File: config.mk
export PLATFORM = sky130hd
export DESIGN_NAME = fetch_pc_unit
export DESIGN_NICKNAME = d
export VERILOG_FILES = /design/src/rtl/fetch_pc_unit.sv
export SDC_FILE = /design/constraint.sdc
export NUM_CORES = 1
export LEC_CHECK = 0
export BUFFER_PORTS_ARGS = -buffer_cell sky130_fd_sc_hd__buf_2
export CELL_PAD_IN_SITES_DETAIL_PLACEMENT = 0
export CELL_PAD_IN_SITES_GLOBAL_PLACEMENT = 2
export CORE_ASPECT_RATIO = 1.1
export CORE_UTILIZATION = 32
export DETAILED_ROUTE_END_ITERATION = 12
export PLACE_DENSITY = 0.84
export SETUP_SLACK_MARGIN = 0.3
export SYNTH_ARGS = -nofsm -noshare
export SYNTH_HDL_FRONTEND = slang
export SYNTH_SLANG_ARGS = --single-unit
File: constraint.sdc
create_clock -name clk -period 2.53 [get_ports clk]
set_input_delay 0.506 -clock clk [delete_from_list [all_inputs] [get_ports clk]]
set_output_delay 0.506 -clock clk [all_outputs]
set_load 0.01 [all_outputs]
File: src/rtl/fetch_pc_unit.sv
`default_nettype none
// ============================================================================
// Module   : fetch_pc_unit
// Purpose  : PC generation and fetch sequencing ahead of a 1-cycle registered
//            instruction memory: branch redirect with one-slot squash, stall,
//            and sticky halt.
// Revision : 1.0 - initial release
// ============================================================================
module fetch_pc_unit #(
    parameter int ADDR_W   = 16,
    parameter int RESET_PC = 0,
    parameter int OFFSET_W = 16
) (
    input  logic                clk,
    input  logic                rst,
    input  logic                stall,
    input  logic                branch_taken,
    input  logic [OFFSET_W-1:0] branch_offset,
    input  logic                halt_req,
    output logic [31:0]         fetch_addr,
    output logic [ADDR_W-1:0]   instr_pc,
    output logic                instr_valid,
    output logic                halted,
    output logic [31:0]         retired_count
);

    localparam logic [ADDR_W-1:0] c_reset_pc = ADDR_W'(RESET_PC);
    localparam int                c_ext_w    = (OFFSET_W > ADDR_W) ? OFFSET_W : ADDR_W;

    typedef enum logic [0:0] {
        ST_RUN    = 1'b0,
        ST_HALTED = 1'b1
    } state_t;

    state_t              state_q, state_d;
    logic [ADDR_W-1:0]   pc_q, pc_d;
    logic [ADDR_W-1:0]   instr_pc_q, instr_pc_d;
    logic                instr_valid_q, instr_valid_d;
    logic [31:0]         retired_count_q, retired_count_d;

    logic                w_accept;
    logic [c_ext_w-1:0]  w_offset_ext;
    logic [ADDR_W-1:0]   w_branch_target;

    assign w_accept        = instr_valid_q && !stall && (state_q == ST_RUN);
    assign w_offset_ext    = c_ext_w'(signed'(branch_offset));
    // Target is relative to the slot after the branch; truncation gives the wrap.
    assign w_branch_target = instr_pc_q + ADDR_W'(1) + w_offset_ext[ADDR_W-1:0];

    always_ff @(posedge clk or posedge rst) begin
        if (rst) begin
            state_q         <= ST_RUN;
            pc_q            <= c_reset_pc;
            instr_pc_q      <= '0;
            instr_valid_q   <= 1'b0;
            retired_count_q <= '0;
        end else begin
            state_q         <= state_d;
            pc_q            <= pc_d;
            instr_pc_q      <= instr_pc_d;
            instr_valid_q   <= instr_valid_d;
            retired_count_q <= retired_count_d;
        end
    end

    always_comb begin
        state_d         = state_q;
        pc_d            = pc_q;
        instr_pc_d      = instr_pc_q;
        instr_valid_d   = instr_valid_q;
        retired_count_d = retired_count_q;

        if (state_q == ST_HALTED) begin
            instr_valid_d = 1'b0;
        end else if (w_accept && halt_req) begin
            state_d         = ST_HALTED;
            instr_valid_d   = 1'b0;
            retired_count_d = retired_count_q + 32'd1;
        end else if (stall && instr_valid_q) begin
            instr_valid_d = instr_valid_q;
        end else if (w_accept && branch_taken) begin
            // The sequential fetch already in flight is squashed.
            pc_d            = w_branch_target;
            instr_valid_d   = 1'b0;
            retired_count_d = retired_count_q + 32'd1;
        end else begin
            instr_pc_d    = pc_q;
            pc_d          = pc_q + ADDR_W'(1);
            instr_valid_d = 1'b1;
            if (w_accept) begin
                retired_count_d = retired_count_q + 32'd1;
            end
        end
    end

    // On a stall the memory re-reads the held instruction's address.
    assign fetch_addr    = (stall && instr_valid_q && (state_q == ST_RUN)) ?
                           32'(instr_pc_q) : 32'(pc_q);
    assign instr_pc      = instr_pc_q;
    assign instr_valid   = instr_valid_q;
    assign halted        = (state_q == ST_HALTED);
    assign retired_count = retired_count_q;

endmodule
`default_nettype wire
# Word-level counts from Yosys, hierarchy flattened
# Cells that the tools add are included.
# Widths: inputs -> output; s select.
# word_totals
reg_bits	66
elab_cells	38
# classes
n_addsub	4
n_eq_ne	2
muxes	12
bitwise	4
reduce_logical	11
# op_table
operator	count
$mux 32	4
$add 16x1->16 const B	2
$add 32x1->32 const B	1
$mux 16	2
$add 16x16->16	1
$logic_and 1x1->1	6
$mux 1	6
$reduce_and 3->1	2
$not 1->1	4
$reduce_and 4->1	1
$ne 3x3->1 const B	1
$reduce_bool 3->1	1
$ne 2x2->1 const B	1
$logic_not 1->1	1

# Depth between registers and ports, before layout
# logic_depth
ltp_word	8
ltp_mapped	11

# Least setup slack after synthesis
# Ideal clock, no wire load.
# synth_path
kind	in2reg
start	input branch_offset[0]
end	register pc_q[12]
setup_time_ns	0.140
arrival_time_ns	2.300
required_time_ns	2.390
path_slack_ns	0.090
path_stages	10
path_buffers	0
path_cell_list	inv_1 > ha_1 > inv_1 > fa_1 > a21o_1 > a311o_1 > a21o_1 > a41oi_1 > xor2_1 > a21oi_1
# synth_between
elab_chain_len	2
# synth_rtl
element	line	text
from (decl)	18	input logic [OFFSET_W-1:0] branch_offset,
$add 16x16->16	48	assign w_branch_target = instr_pc_q + ADDR_W'(1) + w_offset_ext[ADDR_W-1:0];
$mux 16	81	end else if (w_accept && branch_taken) begin
to (signal assigned)	53	pc_q <= c_reset_pc;
to (signal assigned)	59	pc_q <= pc_d;
to (decl)	36	logic [ADDR_W-1:0] pc_q, pc_d;
# No other way between the ends.
# A chain may end at the register's enable or synchronous reset.

# Final worst setup path
# layout_path
start	register instr_pc_q[0], in the netlist instr_pc[0]
end	register pc_q[8]
# layout_between
elab_chain_len	3
# layout_rtl
element	line	text
from (decl)	37	logic [ADDR_W-1:0] instr_pc_q, instr_pc_d;
from (signal assigned)	60	instr_pc_q <= instr_pc_d;
$add 16x1->16	48	
$add 16x16->16	48	
$mux 16	81	
# No other way between the ends.

==> results.yml <==
outcome:
  outcome: "completed"
drt:
  drt-initial-drc-count: 194
  dr_total_vias: 3564
  post-route-drc-count: 0
  via_per_inst: 5.020
  wire_per_inst_um: 15.03
  first_pass_iters: 4
  ant_nets: 0
  wl_mm: 10.67
clock_network:
  clock_sinks: 66
  htree_levels: 3
  clock-root-buffer: "clkbuf_16"
  cts_buffers: 9
  cts_max_path_buffers: 2
  clk_pin_slew_ns: 0.06
  clkLatencyLatePin_ns: 0.34
  hold_buffers: 0
  cts_tree: "built"
synthesis:
  netlist_area_um2: 4058
  avgSynthCellArea_um2: 9.098
  synth_compound_area_share_pct: 13.57
  syn_inst: 446
  synth_cell_types: 58
  synth_edf_count: 0
  ys_seq_area_share_pct: 40.70
  synthAdderAreaFrac_pct: 5.735
  ys_ff_latch: 66
  yosys_warnings: 0
  synth_top_flop_cell: "dfrtp_1"
  synth-simple-area-share_pct: 20.97
  muxShareOfSynthArea_pct: 4.687
  synth-xor-area-share_pct: 9.282
  ys_async_sr_fraction_pct: 100.0
  synth_top_family_by_area: "simple AND/OR/NAND/NOR gates"
power_and_ir_drop:
  leakagePower_uw: 0.002424
  p_per_area_nw_per_um2: 1093
  vdd_drop_max_mv: 0.4334
floorplan:
  core_um2: 12190
  initial_core_util_pct: 33.28
  fp.dieH_um: 120.1
  die-area_um2: 13130
  num_io_pins: 103
  core.rowCount: 42
  die_w_um: 109.4
global_routing:
  grt_max_degree: 32
  grt.total_usage_pct: 17.00
  antenna_found_initial: 0
  grt_pass1_wl_mm: 17.17
  grt_overflow: 0
  grt_pass1_vias: 3474
final_layout:
  drive_above_1_share_pct: 29.32
  fin_nets: 590
  final_cells: 710
  area_delta_synth_final_pct: 25.19
  fill_cells: 1265
  num_antenna_cells: 0
worst_setup_path:
  worstSetupEndpointType: "register"
  start_kind: "register"
  arrival_ns: 2.52
  reg2regPathDepth: 10
  cp_cell_sequence: "inv_2 > ha_4 > inv_2 > fa_2 > a21o_1 > a311o_1 > a21o_1 > a21oi_2 > xor2_1 > a21oi_1"
  slowest_stage: "dfrtp_1"
  cpPeakStageDelay_ns: 0.38
  cp.required_ns: 2.75
  path_class: "reg -> reg"
  cp_max_fo: 3
placement:
  gp_congestion: 0.8514
  port_buffers: 86
  dp_cells: 689
  dp_hpwl_mm: 8.110
timing:
  fin_crit_ns: 2.303
  period_share_pct: 91.02
  rsz0062_at_grt: "yes"
  skew_ns: 0.006107
  drv_slew: 0
  tightest_slew_ns: 0.6797
  hold_viol: 0
  relSlewSlack_pct: 54.64
  setup_viol: 0
  max_freq_ghz: 0.4342
  setup_tns_ns: 0
min_path:
  worstHoldPathType: "in -> async"
flow_run:
  max_cap_viol_count: 0
-- stage by stage --
step / total power, µW / hold slack, ns / setup slack [ns] / instance area [µm²] / util, %
after floorplan: 3412 / 0.4782 / 0.2960 / 4153 / -
after global placement: 4265 / 0.4610 / 0.01562 / 4737 / 38.85
after detailed placement: 4281 / 0.4581 / 0.01170 / 4737 / 38.85
after CTS: 5575 / 0.2401 / 0.2569 / 5056 / 41.47
after global routing: 5964 / 0.2689 / 0.1388 / 5080 / 41.67
final: 5554 / 0.2257 / 0.2271 / 5080 / 41.67
-- cells by family after synthesis --
logic type	count (synthesis)
AOI/OAI and AO/OA	92
xor gates and xnor gates	43
adders and majority gates	18
buffers and inverters	36
DFF	66
muxes	17
other	1
and+or+nand+nor	173
-- sequential cells by signal, summed over array words and instances (netlist names) --
signal and flops:
instr_pc 16, halted 1, retired_count 32, instr_valid 1
pc_q 16
-- area by class of cell --
cell class                      instances  area (µm²)  area share (%)
Clock buffer                           12       266.5           5.246
Clock inverter                          4       25.02          0.4926
Inverter                                8       42.54          0.8374
Multi-Input combinational cell        359        2300           45.27
Sequential cell                        66        1653           32.54
Tap cell                              154       192.7           3.793
Timing Repair Buffer                  107       600.6           11.82
-- worst max-delay path, delay by kind of cell, from the launching register on --
| family | cells | cell delay (ns) |
|---|---|---|
| compound gates | 5 | 1.01 |
| xor+xnor | 1 | 0.16 |
| buf+inv | 2 | 0.12 |
| flops | 1 | 0.38 |
| fa+ha+maj | 2 | 0.52 |
-- cells in the final DEF, fill, tap and decap left out, types with 4 or more instances in the layout --
| master | n |
|---|---|
| a21o_1 | 6 |
| a21oi_1 | 33 |
| and3_1 | 4 |
| buf_2 | 86 |
| buf_4 | 20 |
| clkbuf_16 | 9 |
| conb_1 | 16 |
| dfrtp_1 | 65 |
| ha_1 | 15 |
| inv_1 | 4 |
| mux2_2 | 16 |
| nand2_1 | 81 |
| nand3_1 | 21 |
| nand4_1 | 10 |
| nor2_1 | 25 |
| nor3_1 | 6 |
| o211ai_1 | 5 |
| o21ai_0 | 16 |
| o21ai_1 | 5 |
| o22ai_1 | 6 |
| xnor2_1 | 30 |
| xor2_1 | 13 |
-- cell usage after synthesis, types with 6 or more instances --
| master | n | area share (%) |
|---|---|---|
| nand3_1 | 21 | 2.6 |
| ha_1 | 17 | 5.2 |
| dfrtp_1 | 66 | 41 |
| o21ai_0 | 16 | 2.0 |
| nor2_1 | 26 | 2.4 |
| inv_1 | 8 | 0.74 |
| mux2_2 | 16 | 4.4 |
| nand2_1 | 81 | 7.5 |
| xor2_1 | 13 | 2.8 |
| clkbuf_1 | 9 | 0.83 |
| nor3_1 | 6 | 0.74 |
| a21oi_1 | 36 | 4.4 |
| a21o_1 | 6 | 1.1 |
| buf_4 | 17 | 3.1 |
| nand4_1 | 10 | 1.5 |
| o22ai_1 | 6 | 0.93 |
| xnor2_1 | 30 | 6.5 |
-- routing by layer --
layer / track usage, % / vias up / part of all wire, %
met3: 2.662 / 12 / 4.7
met1: 21.70 / 1711 / 46
met2: 28.30 / 91 / 47
met4: 6.917 / 0 / 1.6
met5: 0 / - / 0
li1: - / 1750 / -
-- final timing paths --
check | from | to | slack (ns)
hold reg to reg | retired_count[31] | retired_count[31] | 0.47
setup / recovery | instr_pc[0] | pc_q[8] | 0.23
max in group asynchronous | rst | instr_pc[11] | 1.69
hold / removal | rst | retired_count[28] | 0.23
setup reg to reg | instr_pc[0] | pc_q[8] | 0.23
min in group clk | halt_req | halted | 0.40
-- power by group --
group / leakage (µW) / internal [µW] / switching, µW
clock network: 0.000141 / 740 / 482
logic: 0.00145 / 1140 / 1440
registers: 0.000833 / 1350 / 400
total: 0.00242 / 3230 / 2330
-- repair_timing --
action,in CTS,in global routing
resized for setup,2,3
hold endpoints to repair,0,0
endpoints found under the setup margin,12,10
buffers inserted,3,2
pin swaps,0,2
(Power assumes the default switching activity.)
